File: src/rtl/cutie_params_pkg.sv
// Shared CUTIE datapath constants and types used by the layer sequencer.
package cutie_params;

    localparam int NUM_LAYERS          = 8;
    localparam int NUMACTMEMBANKSETS   = 3;
    localparam int WEIGHT_STAGGER      = 2;
    localparam int K                   = 3;

    localparam int WEIGHT_LAYER_STRIDE = WEIGHT_STAGGER * K * K;
    localparam int TCN_BANKSET         = NUMACTMEMBANKSETS - 1;
    localparam int BANKSETW            = $clog2(NUMACTMEMBANKSETS);

    typedef logic [BANKSETW-1:0] bankset_t;

    typedef enum logic [1:0] {
        IDLE,
        ISSUE,
        RUN,
        FINISH
    } seq_state_e;

endpackage

File: src/rtl/cutie_bankset_alloc.sv
// Picks the next layer's activation bank sets: read what was just written,
// write either the TCN set or the ping-pong set opposite the new read set.
module cutie_bankset_alloc
    import cutie_params::*;
(
    input  bankset_t cur_wr,
    input  logic     tcn,
    output bankset_t next_rd,
    output bankset_t next_wr
);

    always_comb begin
        next_rd = cur_wr;
        if (tcn)
            next_wr = bankset_t'(TCN_BANKSET);
        else if (cur_wr == bankset_t'(1))
            next_wr = bankset_t'(0);
        else
            next_wr = bankset_t'(1);
    end

endmodule

File: src/rtl/cutie_layer_sequencer.sv
// Walks one multi-layer inference: issues a descriptor per layer, waits for
// the datapath's done pulse, and signals completion of the whole execution.
module cutie_layer_sequencer
    import cutie_params::*;
#(
    parameter int N_LAYERS = NUM_LAYERS,
    parameter int CW       = $clog2(N_LAYERS + 1),
    parameter int IW       = $clog2(N_LAYERS),
    parameter int WBASEW   = $clog2(N_LAYERS * WEIGHT_LAYER_STRIDE)
) (
    input  logic                clk_i,
    input  logic                rst_i,
    input  logic                start_i,
    input  logic [CW-1:0]       num_layers_i,
    input  logic [N_LAYERS-1:0] tcn_mask_i,
    output logic                layer_valid_o,
    input  logic                layer_ready_i,
    output logic [IW-1:0]       layer_idx_o,
    output logic [WBASEW-1:0]   weight_base_o,
    output logic [BANKSETW-1:0] rd_bankset_o,
    output logic [BANKSETW-1:0] wr_bankset_o,
    input  logic                layer_done_i,
    output logic                busy_o,
    output logic                done_o
);

    seq_state_e          state_q, state_d;
    logic [CW-1:0]       num_layers_q;
    logic [N_LAYERS-1:0] tcn_mask_q;
    logic                cfg_load;

    logic [IW-1:0]       idx_q, idx_d, idx_inc;
    logic [WBASEW-1:0]   base_q, base_d;
    bankset_t            rd_q, rd_d, wr_q, wr_d;
    bankset_t            alloc_rd, alloc_wr;

    logic [CW-1:0]       num_clamped;
    logic                last_layer;

    assign num_clamped = (num_layers_i > CW'(N_LAYERS)) ? CW'(N_LAYERS) : num_layers_i;
    assign idx_inc     = idx_q + IW'(1);
    assign last_layer  = (CW'(idx_q) + CW'(1)) == num_layers_q;

    cutie_bankset_alloc u_alloc (
        .cur_wr  (wr_q),
        .tcn     (tcn_mask_q[idx_inc]),
        .next_rd (alloc_rd),
        .next_wr (alloc_wr)
    );

    always_ff @(posedge clk_i) begin
        if (rst_i) state_q <= IDLE;
        else       state_q <= state_d;
    end

    always_comb begin
        state_d  = state_q;
        idx_d    = idx_q;
        base_d   = base_q;
        rd_d     = rd_q;
        wr_d     = wr_q;
        cfg_load = 1'b0;
        case (state_q)
            IDLE: begin
                if (start_i) begin
                    cfg_load = 1'b1;
                    if (num_clamped == '0) begin
                        state_d = FINISH;
                    end else begin
                        state_d = ISSUE;
                        idx_d   = '0;
                        base_d  = '0;
                        rd_d    = bankset_t'(0);
                        wr_d    = tcn_mask_i[0] ? bankset_t'(TCN_BANKSET) : bankset_t'(1);
                    end
                end
            end
            ISSUE: begin
                if (layer_ready_i) state_d = RUN;
            end
            RUN: begin
                if (layer_done_i) begin
                    if (last_layer) begin
                        state_d = FINISH;
                    end else begin
                        state_d = ISSUE;
                        idx_d   = idx_inc;
                        // Running sum keeps the stride multiply out of the datapath.
                        base_d  = base_q + WBASEW'(WEIGHT_LAYER_STRIDE);
                        rd_d    = alloc_rd;
                        wr_d    = alloc_wr;
                    end
                end
            end
            FINISH: state_d = IDLE;
            default: state_d = IDLE;
        endcase
    end

    always_ff @(posedge clk_i) begin
        if (rst_i) begin
            num_layers_q <= '0;
            tcn_mask_q   <= '0;
            idx_q        <= '0;
            base_q       <= '0;
            rd_q         <= bankset_t'(0);
            wr_q         <= bankset_t'(1);
        end else begin
            if (cfg_load) begin
                num_layers_q <= num_clamped;
                tcn_mask_q   <= tcn_mask_i;
            end
            idx_q  <= idx_d;
            base_q <= base_d;
            rd_q   <= rd_d;
            wr_q   <= wr_d;
        end
    end

    assign layer_valid_o = (state_q == ISSUE);
    assign busy_o        = (state_q != IDLE);
    assign done_o        = (state_q == FINISH);
    assign layer_idx_o   = idx_q;
    assign weight_base_o = base_q;
    assign rd_bankset_o  = rd_q;
    assign wr_bankset_o  = wr_q;

endmodule

File: config.mk
export PLATFORM = sky130hd
export DESIGN_NAME = cutie_layer_sequencer
export DESIGN_NICKNAME = d
export VERILOG_FILES = /design/src/rtl/cutie_params_pkg.sv /design/src/rtl/cutie_bankset_alloc.sv /design/src/rtl/cutie_layer_sequencer.sv
export SDC_FILE = /design/constraint.sdc
export NUM_CORES = 1
export LEC_CHECK = 0
export ABC_AREA = 0
export BUFFER_PORTS_ARGS = -buffer_cell sky130_fd_sc_hd__buf_2
export CORE_MARGIN = 1
export CORE_UTILIZATION = 50
export CTS_CLUSTER_SIZE = 20
export DETAILED_ROUTE_END_ITERATION = 8
export PLACE_DENSITY = 0.73
export SETUP_SLACK_MARGIN = 0.2
export SLEW_MARGIN = 15
export SYNTH_ARGS = -nofsm -noshare
export SYNTH_HDL_FRONTEND = slang
export SYNTH_SLANG_ARGS = --single-unit
File: constraint.sdc
create_clock -name clk_i -period 2.6 [get_ports clk_i]
set_clock_uncertainty 0.05 [all_clocks]
set_input_delay 0.13 -clock clk_i [delete_from_list [all_inputs] [get_ports clk_i]]
set_output_delay 0.13 -clock clk_i [all_outputs]
set_load 0.02 [all_outputs]
==> summary.md, run 1 <==
| Metric | Value |
|---|---|
| First-pass GRT wire length | about 5300 microns |
| Share of synthesized flip-flops with an asynchronous set or reset | 0% |
| Power density cells | around 500 mW/mm^2 |
| Area enclosed by the die boundary | 0.00310 sq mm |
| Number of buffers inserted by post-CTS setup repair | 0 |
| Highest cell delay on the worst timing path | 0.47 ns |
| Area of the multi-input gates | just over 800 sq um |
| Share of synthesized area occupied by flip-flops and latches | 39.0% |
| Number of flops mapped to enable cells by yosys | 0 |
| Most numerous cell in the Yosys netlist | nand2_1 |
| Register cell area after layout | 561 sq um |
| Unrepaired setup endpoints after global routing | false |
| Maximum number of pins on one net before global-route repair | 24 |
| Total gr overflow | 0 |
| Residual DRC | 0 |
| # fillers | 250 |
| Leak | between 0.7 and 0.8 nW |
| Area of the placeable core | approximately 0.0027 sq mm |
| Detailed placer's ending HPWL | 2360 microns |
| Buffer levels on the longest clock path | 2 |
| Post-synthesis area per instance | 8.56 sq um |
| Critical Path Fanout Max | 12 |
| Slew at the pin closest to its max-slew limit | 0.598 ns |
| Clock tree from TritonCTS | built |
| Clock network latency to the later pin of the worst-skew pair | ~0.32 ns |
| Hold-critical path depth | 3 |
| Post-route clock period utilization | around 85% |
| Worst reg2reg setup slack | around 0.38 ns |
| Clock period minus final worst setup slack | 2.22 ns |
| Number of violations reported at the end of detailed-routing iteration 0 | 77 |
| Maximum achievable frequency | 451 MHz |
| Worst slew slack as a fraction of its limit | 60.0% |
| Clk Tree Root Cell | clkbuf_4 |
| Post-DRT Antenna Nets | 0 |
| Die extent in y | 55.6 microns |
| Yosys top cell by area | dfxtp_1 |
| Post-Syn Area | between 0.001 and 0.0015 sq mm |
| Portion of synthesized cell area occupied by the leading cell type | about two fifths |
| Initial antenna violation count | 0 |
| Share of the core filled with cells in the final layout | 64.2% |
| Most frequent cells after synthesis | 37 x nand2_1, 28 x dfxtp_1, 17 x a21oi_1 |
| GR Util All Layers | between 20% and 30% |
| Average via count per standard cell | approximately 5.5 |
| End point of the worst hold path | num_layers_q[2] |
| Clock slew at the register clock pins of the worst setup and hold paths | 0.15 ns |
| Smallest setup slack after layout | 0.380 ns |
| Post-detailed-route wirelength per cell | around 13 microns |
| Placed Area | between 0.0015 and 0.002 sq mm |
| Main area contributors after synthesis | dfxtp_1 39%, nand2_1 9.7%, a21oi_1 5.9%, mux4_2 3.1%, a31o_1 2.4% |
| Leading register cell type out of synthesis | dfxtp_1 |
| Synth cell types | 49 |
| Total Nets Final | 228 |
| Start-to-end type of the worst setup path | flop to flop |
| Synthesis Warnings | 0 |
| Worst path slowest cell | a31oi_2 |
| Register bit total from synthesis | 28 |
| Setup-violating endpoint count in the final report | 0 |
| Cell-by-cell listing of the critical path | ha_1 > xor2_1 > or3_4 > a31oi_2 > nor3_1 > a31o_1 |
| Final number of max-transition violations | 0 |
| Initial core utilization | between 50% and 60% |
| Syn Inst Count | 168 |
| Placer congestion estimate | 0.780 |
| Number of maximum-capacitance constraint violations | 0 |
| Count of port buffers added during placement | 33 |
| Post-Route WL | ~3200 microns |
| Final standard cell area without fillers | 0.00176 sq mm |
| Number of clock buffers inserted by TritonCTS | 3 |
| Max VDD drop | ~360 uV |
| Diodes inserted | 0 |
| Drt first pass iters | 4 |
| Share of post-route cells with drive strength above 1 | approximately 25% |
| Type of element capturing the critical path | flop |
| Total negative setup slack | 0 ns |
| Path depth of the worst reg2reg path | 6 |
| Status | complete, no violations |
| HP Class | primary input to flop |
| Number of sinks handled by clock tree synthesis | 28 |
| Worst min-delay path startpoint | num_layers_i[2] |
| Top-Level Pins | 35 |
| Endpoint of the worst-slack reg-to-reg timing path | rd_bankset_o[0] |
| Post-place setup slack | 0.412 ns |
| Synthesized net count | approximately 190 |
| Cell Rows | 19 |
| Area added between synthesis and finish | 22.0% |
| Number of vias in the routed layout | 1,320 |
| Reg2reg start | layer_idx_o[1] |
| Total count of hold-check failures in the final report | 0 |
| Chip width | 55.6 microns |
| Arrival time at the worst endpoint | roughly 2.4 ns |
| Startpoint types | flop |
| Htree depth | 1 |
| Required time reported for the critical path endpoint | 2.79 ns |
| Number of global-route vias before repair | ~1,200 |
==> repair_timing <==
action | 4_1_cts | 5_1_grt
endpoints found under the hold margin | 9 | 1
hold buffers | 9 | 1
endpoints found under the setup margin | 0 | 0
resized for setup | 0 | 0
==> how the worst max path moves through the flow <==
stage,from,endpoint,slack (ns)
floorplan,layer_idx_o[1],weight_base_o[4],0.57
global route,layer_idx_o[1],rd_bankset_o[0],0.21
detailed placement,layer_idx_o[1],rd_bankset_o[0],0.41
CTS,layer_idx_o[1],rd_bankset_o[0],0.38
global placement,layer_idx_o[1],layer_idx_o[1],0.49
finish,layer_idx_o[1],rd_bankset_o[0],0.38
==> power by group <==
group,internal [W],switching [W]
Combinational,0.0000573,0.0000776
Sequential,0.000447,0.0000136
Clock,0.000156,0.000127
Total,0.000660,0.000218
==> layer usage <==
| metal | up-vias | share of wire, % | GRT usage, % |
|---|---|---|---|
| li1 | 681 | - | - |
| met1 | 611 | 45 | 26.5 |
| met2 | 26 | 51 | 39.8 |
| met3 | 2 | 3.3 | 2.79 |
| met4 | 0 | 0.50 | 4.29 |
| met5 | - | 0 | 0 |
==> state kept, by name (all words and copies together) (netlist names) <==
register       cells
num_layers_q       4
weight_base_o      7
layer_idx_o        3
wr_bankset_o       2
state_q            2
rd_bankset_o       2
tcn_mask_q         8
==> cell families after synthesis <==
family	after synthesis	synth area share [%]
DFF	28	39.0
buffers and inverters	14	5.13
other	1	0.261
xor gates and xnor gates	4	2.44
and+or+nand+nor	70	25.0
AOI/OAI and AO/OA	45	22.0
adders and majority gates	2	1.74
muxes	4	4.52
==> through the flow <==
step / instances / power (W) / hold slack [ns]
final: 239 / 0.000878 / 0.0216
after global placement: 225 / 0.000587 / 0.320
after CTS: 238 / 0.000883 / 0.00135
after detailed placement: 225 / 0.000593 / 0.328
after floorplan: 168 / 0.000555 / 0.216
after global routing: 239 / 0.000921 / 0.00668
==> placed cells by master (no fill, tap or decap), types with 2 or more instances in the layout <==
cell / n
nand3b_1: 3
nor2_1: 5
and2_1: 3
inv_1: 5
dfxtp_1: 28
mux4_2: 2
clkbuf_4: 3
a21oi_1: 17
o21ai_1: 2
o22ai_1: 3
buf_4: 2
nand2b_1: 3
o311ai_0: 3
nor3_1: 4
a31o_1: 4
o21ai_0: 5
mux2i_1: 2
xor2_1: 2
a31oi_1: 2
buf_2: 33
dlygate4sd3_1: 10
nand2_1: 37
xnor2_1: 2
ha_1: 2
or3_1: 2
==> worst max-delay path, delay by kind of cell (launching register included) <==
family / cells / cell delay (ns)
flip-flops: 1 / 0.42
AO/OA/AOI/OAI: 2 / 0.68
XOR/XNOR: 1 / 0.17
adder cells (fa/ha/maj): 1 / 0.33
AND/OR/NAND/NOR: 2 / 0.49
==> area by class of cell <==
cell class	count	area share [%]
Sequential cell	28	31.9
Clock inverter	1	1.71
Clock buffer	3	1.28
Timing Repair Buffer	45	16.0
Inverter	5	1.07
Multi-Input combinational cell	126	45.8
Tap cell	31	2.21
(Power assumes the default switching activity.)
==> run 2, diff against run 1 <==
RECOVER_POWER = 100   (was not set)
==> run 2 against run 1 <==
Core utilization is 1.7 points lower; clock-buffer cell count did not move; largest power group unchanged; sequential share of layout area rose by 0.89 points; combinational power fell by 3%; worst setup slack got worse by 0.024 ns; highest routed layer unchanged.
==> summary.md, run 2 (synthesis results as in run 1) <==
| Metric | Value |
|---|---|
| Number of vias in the routed layout | 1,333 (was 1,320) |
| Worst slew slack as a fraction of its limit | 61.9% (was 60.0%) |
| Count of port buffers added during placement | 33 (unchanged) |
| Area of the placeable core | 0.00273 sq mm (unchanged) |
| Arrival time at the worst endpoint | 2.44 ns (was 2.41 ns) |
| Placer congestion estimate | 0.780 (unchanged) |
| End point of the worst hold path | num_layers_q[2] (unchanged) |
| Critical Path Fanout Max | 8 (was 12) |
| HP Class | primary input to flop (unchanged) |
| Path depth of the worst reg2reg path | 6 (unchanged) |
| Buffer levels on the longest clock path | 2 (unchanged) |
| Residual DRC | 0 (unchanged) |
| Worst min-delay path startpoint | num_layers_i[2] (unchanged) |
| Area enclosed by the die boundary | 0.00310 sq mm (unchanged) |
| Slew at the pin closest to its max-slew limit | 0.571 ns (was 0.598 ns) |
| Number of violations reported at the end of detailed-routing iteration 0 | 71 (was 77) |
| Status | complete, no violations (unchanged) |
| GR Util All Layers | 21.5% (unchanged) |
| Largest register FFs | 8 (unchanged) |
| Clock tree from TritonCTS | built (unchanged) |
| Hold slack final | 0.0178 ns (was 0.0216 ns) |
| Average via count per standard cell | 5.58 (was 5.52) |
| Total Nets Final | 228 (unchanged) |
| Leading cell types in the layout, fill and taps excluded | 37 x nand2_1, 28 x dfxtp_1, 17 x a21oi_1, 17 x clkbuf_1, 16 x buf_2 (was 37 x nand2_1, 33 x buf_2, 28 x dfxtp_1) |
| Cell Rows | 19 (unchanged) |
| Total gr overflow | 0 (unchanged) |
| Number of global-route vias before repair | 1,202 (unchanged) |
| Number of maximum-capacitance constraint violations | 0 (unchanged) |
| Required time reported for the critical path endpoint | 2.80 ns (was 2.79 ns) |
| Total count of hold-check failures in the final report | 0 (unchanged) |
| Top register by number of flip-flops | tcn_mask_q (unchanged) |
| Power density cells | 514 mW/mm^2 (was 500 mW/mm^2) |
| Number of sinks handled by clock tree synthesis | 28 (unchanged) |
| Share of post-route cells with drive strength above 1 | 14.9% (was 24.5%) |
| Clk Tree Root Cell | clkbuf_4 (unchanged) |
| Number of clock buffers inserted by TritonCTS | 3 (unchanged) |
| Start-to-end type of the worst setup path | flop to flop (unchanged) |
| Clock period minus final worst setup slack | 2.24 ns (was 2.22 ns) |
| Post-route clock period utilization | 86.3% (was 85.4%) |
| Worst reg2reg setup slack | 0.36 ns (was 0.38 ns) |
| Post-Route WL | 3240 microns (was 3220 microns) |
| Chip width | 55.6 microns (unchanged) |
| Initial core utilization | 52.6% (unchanged) |
| Reg2reg start | layer_idx_o[1] (unchanged) |
| Initial antenna violation count | 0 (unchanged) |
| Max VDD drop | 361 uV (about the same) |
| Endpoint of the worst-slack reg-to-reg timing path | weight_base_o[4] (was rd_bankset_o[0]) |
| Unrepaired setup endpoints after global routing | false (unchanged) |
| Detailed placer's ending HPWL | 2360 microns (unchanged) |
| Leak | 0.645 nW (was 0.721 nW) |
| Drt first pass iters | 4 (unchanged) |
| Type of element capturing the critical path | flop (unchanged) |
| Area added between synthesis and finish | 18.7% (was 22.0%) |
| Htree depth | 1 (unchanged) |
| Total negative setup slack | 0 ns (unchanged) |
| Maximum achievable frequency | 446 MHz (was 451 MHz) |
| Setup-violating endpoint count in the final report | 0 (unchanged) |
| Maximum number of pins on one net before global-route repair | 24 (unchanged) |
| Most common cell after layout, fill and taps aside | nand2_1 (unchanged) |
| Post-detailed-route wirelength per cell | 13.5 microns (about the same) |
| Post-place setup slack | 0.412 ns (unchanged) |
| Clock network latency to the later pin of the worst-skew pair | 0.32 ns (about the same) |
| Top-Level Pins | 35 (unchanged) |
| Design Power | 0.000877 W (was 0.000878 W) |
| Final number of max-transition violations | 0 (unchanged) |
| First-pass GRT wire length | 5350 microns (unchanged) |
| Post-DRT Antenna Nets | 0 (unchanged) |
| Startpoint types | flop (unchanged) |
| Die extent in y | 55.6 microns (unchanged) |
| Diodes inserted | 0 (unchanged) |
| Smallest setup slack after layout | 0.356 ns (was 0.380 ns) |
| Clock slew at the register clock pins of the worst setup and hold paths | 0.15 ns (about the same) |
| Hold-critical path depth | 3 (unchanged) |
[run 2: cell types whose count changed in the layout (fill, tap and decap cells not counted)]
cell / change
or3_1: +1
a31o_4: -1
nand3_1: +1
o21ai_1: -1
nand3_4: -1
a31o_1: +1
o21ai_0: +1
and2_0: +1
clkbuf_1: +17
and2_1: -1
buf_2: -17
or3_4: -1
[run 2: cell type report]
type                            count  area [sq um]
Multi-Input combinational cell    126           778
Fill cell                         260          1030
Clock buffer                        3          22.5
Inverter                            5          18.8
Timing Repair Buffer               45           259
Clock inverter                      1          30.0
Sequential cell                    28           561
Tap cell                           31          38.8
[run 2: worst max-delay path by stage]
stage	from	to	slack (ns)	depth (start not counted)
3_3_place_gp	layer_idx_o[1]	layer_idx_o[1]	0.49	6
5_1_grt	layer_idx_o[1]	weight_base_o[6]	0.17	6
3_5_place_dp	layer_idx_o[1]	rd_bankset_o[0]	0.41	6
6_report	layer_idx_o[1]	weight_base_o[4]	0.36	6
4_1_cts	layer_idx_o[1]	rd_bankset_o[0]	0.38	6
2_1_floorplan	layer_idx_o[1]	weight_base_o[4]	0.57	6
[run 2: stage by stage]
step	std cells	util, %	area [sq um]
floorplan	168	-	1440
CTS	238	63.8	1750
detailed placement	225	58.6	1600
global placement	225	58.6	1600
global route	239	62.5	1710
finish	239	62.5	1710
[run 2: worst max-delay path, cell delays in order, from the launching register on]
cell,delay (ns)
dfxtp_1,0.43
ha_1,0.33
xor2_1,0.17
or3_1,0.35
a31o_1,0.28
nand3_1,0.31
a2bb2o_4,0.24
[run 2: report_power, final]
part	total (W)	internal [W]	switching [W]
combinational	0.000131	0.0000546	0.0000766
clock	0.000285	0.000156	0.000129
sequential	0.000461	0.000447	0.0000137
[run 2: repair_timing]
action	CTS	global route
endpoints found under the setup margin	0	0
buffers inserted	0	0
endpoints found under the hold margin	9	1
gates resized for setup	0	0
hold buffers	9	1
[run 2: routing by layer]
| metal | routed length [microns] | track usage, % | vias up |
|---|---|---|---|
| met5 | 0 | 0 | - |
| met4 | 16 | 4.29 | 0 |
| met3 | 130 | 2.79 | 2 |
| met2 | 1630 | 39.8 | 36 |
| met1 | 1460 | 26.5 | 614 |
| li1 | - | - | 681 |
==> run 3, diff against run 2 <==
==> constraint.sdc (replaced) <==
create_clock -name clk_i -period 2.6 [get_ports clk_i]
set_clock_uncertainty 0.05 [all_clocks]
set_input_delay 0.52 -clock clk_i [delete_from_list [all_inputs] [get_ports clk_i]]
set_output_delay 0.52 -clock clk_i [all_outputs]
set_load 0.02 [all_outputs]
==> run 3 against run 2 <==
Final area decreased by 5.9%; sequential share of layout area grew 2.0 points; fmax down 0.54%; register-to-register slack is essentially flat; critical endpoint unchanged.
==> summary.md, run 3 (synthesis results as in run 1) <==
| Metric | Value |
|---|---|
| Number of stages on the worst setup path | 6 (unchanged) |
| Post-DRT Antenna Nets | 0 (unchanged) |
| Reg2reg start | layer_idx_o[1] (unchanged) |
| Cell Rows | 19 (unchanged) |
| Startpoint types | flop (unchanged) |
| Final standard cell area without fillers | 0.00161 sq mm (was 0.00171 sq mm) |
| Clock period minus final worst setup slack | 2.26 ns (was 2.24 ns) |
| Arrival time at the worst endpoint | 2.45 ns (was 2.44 ns) |
| Drt first pass iters | 4 (unchanged) |
| Slew at the pin closest to its max-slew limit | 0.569 ns (was 0.571 ns) |
| Setup-violating endpoint count in the final report | 0 (unchanged) |
| Initial core utilization | 52.6% (unchanged) |
| Busiest layer in global routing | met2 (unchanged) |
| Number of buffers inserted by post-CTS setup repair | 0 (unchanged) |
| Total gr overflow | 0 (unchanged) |
| Leak | 0.603 nW (was 0.645 nW) |
| Worst reg2reg setup slack | 0.34 ns (was 0.36 ns) |
| Top-Level Pins | 35 (unchanged) |
| Number of sinks handled by clock tree synthesis | 28 (unchanged) |
| Max VDD drop | 357 uV (was 361 uV) |
| Worst setup path endpoint | weight_base_o[4] (unchanged) |
| Highest cell delay on the worst timing path | 0.43 ns (about the same) |
| Required time reported for the critical path endpoint | 2.79 ns (was 2.80 ns) |
| Worst Path Buf+Inv | 0 (unchanged) |
| Number of maximum-capacitance constraint violations | 0 (unchanged) |
| Final number of max-transition violations | 0 (unchanged) |
| Cell-by-cell listing of the critical path | ha_1 > xor2_1 > or3_1 > a31o_1 > nand3_1 > a2bb2o_4 (unchanged) |
| Clock network latency to the later pin of the worst-skew pair | 0.32 ns (about the same) |
| Diodes inserted | 0 (unchanged) |
| Dominant delay contributor by cell family on the critical path | simple AND/OR/NAND/NOR gates (unchanged) |
| Clock slew at the register clock pins of the worst setup and hold paths | 0.15 ns (about the same) |
| HP Class | primary input to flop (unchanged) |
| Die extent in y | 55.6 microns (unchanged) |
| Area added between synthesis and finish | 11.7% (was 18.7%) |
| Number of global-route vias before repair | 1,163 (was 1,202) |
| Initial antenna violation count | 0 (unchanged) |
| Worst path slowest cell | dfxtp_1 (unchanged) |
| Maximum number of pins on one net before global-route repair | 24 (unchanged) |
| Share of the core filled with cells in the final layout | 58.8% (was 62.5%) |
| Chip width | 55.6 microns (unchanged) |
| Number of clock buffers inserted by TritonCTS | 3 (unchanged) |
| Endpoint of the worst-slack reg-to-reg timing path | weight_base_o[4] (unchanged) |
| Total Nets Final | 218 (was 228) |
| Met2 track demand over resource in global routing | 38.0% (was 39.8%) |
| Total negative setup slack | 0 ns (unchanged) |
| Post-route clock period utilization | 86.8% (was 86.3%) |
| Path depth of the worst reg2reg path | 6 (unchanged) |
| Critical Path Fanout Max | 8 (unchanged) |
| Power density cells | 537 mW/mm^2 (was 514 mW/mm^2) |
| Hold slack final | 0.365 ns (was 0.0178 ns) |
| Placed Area | 0.00160 sq mm (unchanged) |
| GR Util All Layers | 21.0% (was 21.5%) |
| Status | complete, no violations (unchanged) |
| Start-to-end type of the worst setup path | flop to flop (unchanged) |
| GRT met1 Usage | 26.5% (unchanged) |
| Largest register FFs | 8 (unchanged) |
| Area of the placeable core | 0.00273 sq mm (unchanged) |
| Area enclosed by the die boundary | 0.00310 sq mm (unchanged) |
| Top register by number of flip-flops | tcn_mask_q (unchanged) |
| Post-Route WL | 3170 microns (was 3240 microns) |
| Buffer levels on the longest clock path | 2 (unchanged) |
| Detailed placer's ending HPWL | 2360 microns (unchanged) |
| Residual DRC | 0 (unchanged) |
| Met3 layer usage reported by global route | 2.79% (unchanged) |
| Clk Tree Root Cell | clkbuf_4 (unchanged) |
| Placer congestion estimate | 0.780 (unchanged) |
| Number of vias in the routed layout | 1,294 (was 1,333) |
| Hold-critical path depth | 3 (unchanged) |
| Unrepaired setup endpoints after global routing | false (unchanged) |
| Average via count per standard cell | 5.65 (was 5.58) |
| Post-detailed-route wirelength per cell | 13.8 microns (was 13.5 microns) |
| Number of violations reported at the end of detailed-routing iteration 0 | 62 (was 71) |
| Worst slew slack as a fraction of its limit | 62.1% (was 61.9%) |
| Total count of hold-check failures in the final report | 0 (unchanged) |
| Most common cell after layout, fill and taps aside | nand2_1 (unchanged) |
| Count of port buffers added during placement | 33 (unchanged) |
| Maximum achievable frequency | 443 MHz (was 446 MHz) |
| Share of post-route cells with drive strength above 1 | 15.7% (was 14.9%) |
| First-pass GRT wire length | 5250 microns (was 5350 microns) |
| Number of resized instances in the post-cts repair step | 0 (unchanged) |
| Type of element capturing the critical path | flop (unchanged) |
| Critical path origin | layer_idx_o[1] (unchanged) |
| Htree depth | 1 (unchanged) |
| Leading cell types in the layout, fill and taps excluded | 37 x nand2_1, 28 x dfxtp_1, 17 x a21oi_1, 17 x clkbuf_1, 16 x buf_2 (unchanged) |
| Clock tree from TritonCTS | built (unchanged) |
| Number of hold buffers added after cts | 0 (was 9) |
run 3: per-stage QoR:
| stage | power, W | setup WS (ns) | instances |
|---|---|---|---|
| 2_1_floorplan | 0.000555 | 0.566 | 168 |
| 3_5_place_dp | 0.000593 | 0.412 | 225 |
| 4_1_cts | 0.000873 | 0.384 | 229 |
| 6_report | 0.000863 | 0.344 | 229 |
| 3_3_place_gp | 0.000587 | 0.493 | 225 |
| 5_1_grt | 0.000906 | 0.172 | 229 |
run 3: worst min-delay path, cell delays in order:
cell	delay, ns
buf_2	0.10
nand2_1	0.04
a21oi_1	0.05
run 3: power breakdown:
group          internal [W]  switching, W
Clock              0.000156      0.000126
Combinational     0.0000448     0.0000750
Sequential         0.000447     0.0000138
run 3: routing by layer:
layer / part of all wire, % / routed length, microns / up-vias
li1: - / - / 663
met1: 47 / 1480 / 594
met2: 49 / 1550 / 35
met3: 3.8 / 122 / 2
met4: 0.54 / 17 / 0
met5: 0 / 0 / -
run 3: worst min path at each step:
stage,endpoint,slack [ns],start
floorplan,tcn_mask_q[0],0.38,tcn_mask_q[0]
global placement,tcn_mask_q[0],0.39,tcn_mask_q[0]
detailed placement,tcn_mask_q[0],0.40,tcn_mask_q[0]
CTS,tcn_mask_q[5],0.36,tcn_mask_i[5]
global route,tcn_mask_q[6],0.35,tcn_mask_i[6]
finish,tcn_mask_q[5],0.36,tcn_mask_i[5]
run 3: final cells by class:
cell class | instances | area (sq um)
clock inverters | 1 | 30.0
repair buffers | 35 | 159
flip-flops and latches | 28 | 561
well taps | 31 | 38.8
inverters | 5 | 18.8
fillers | 267 | 1130
multi-input cells | 126 | 778
clock buffers | 3 | 22.5
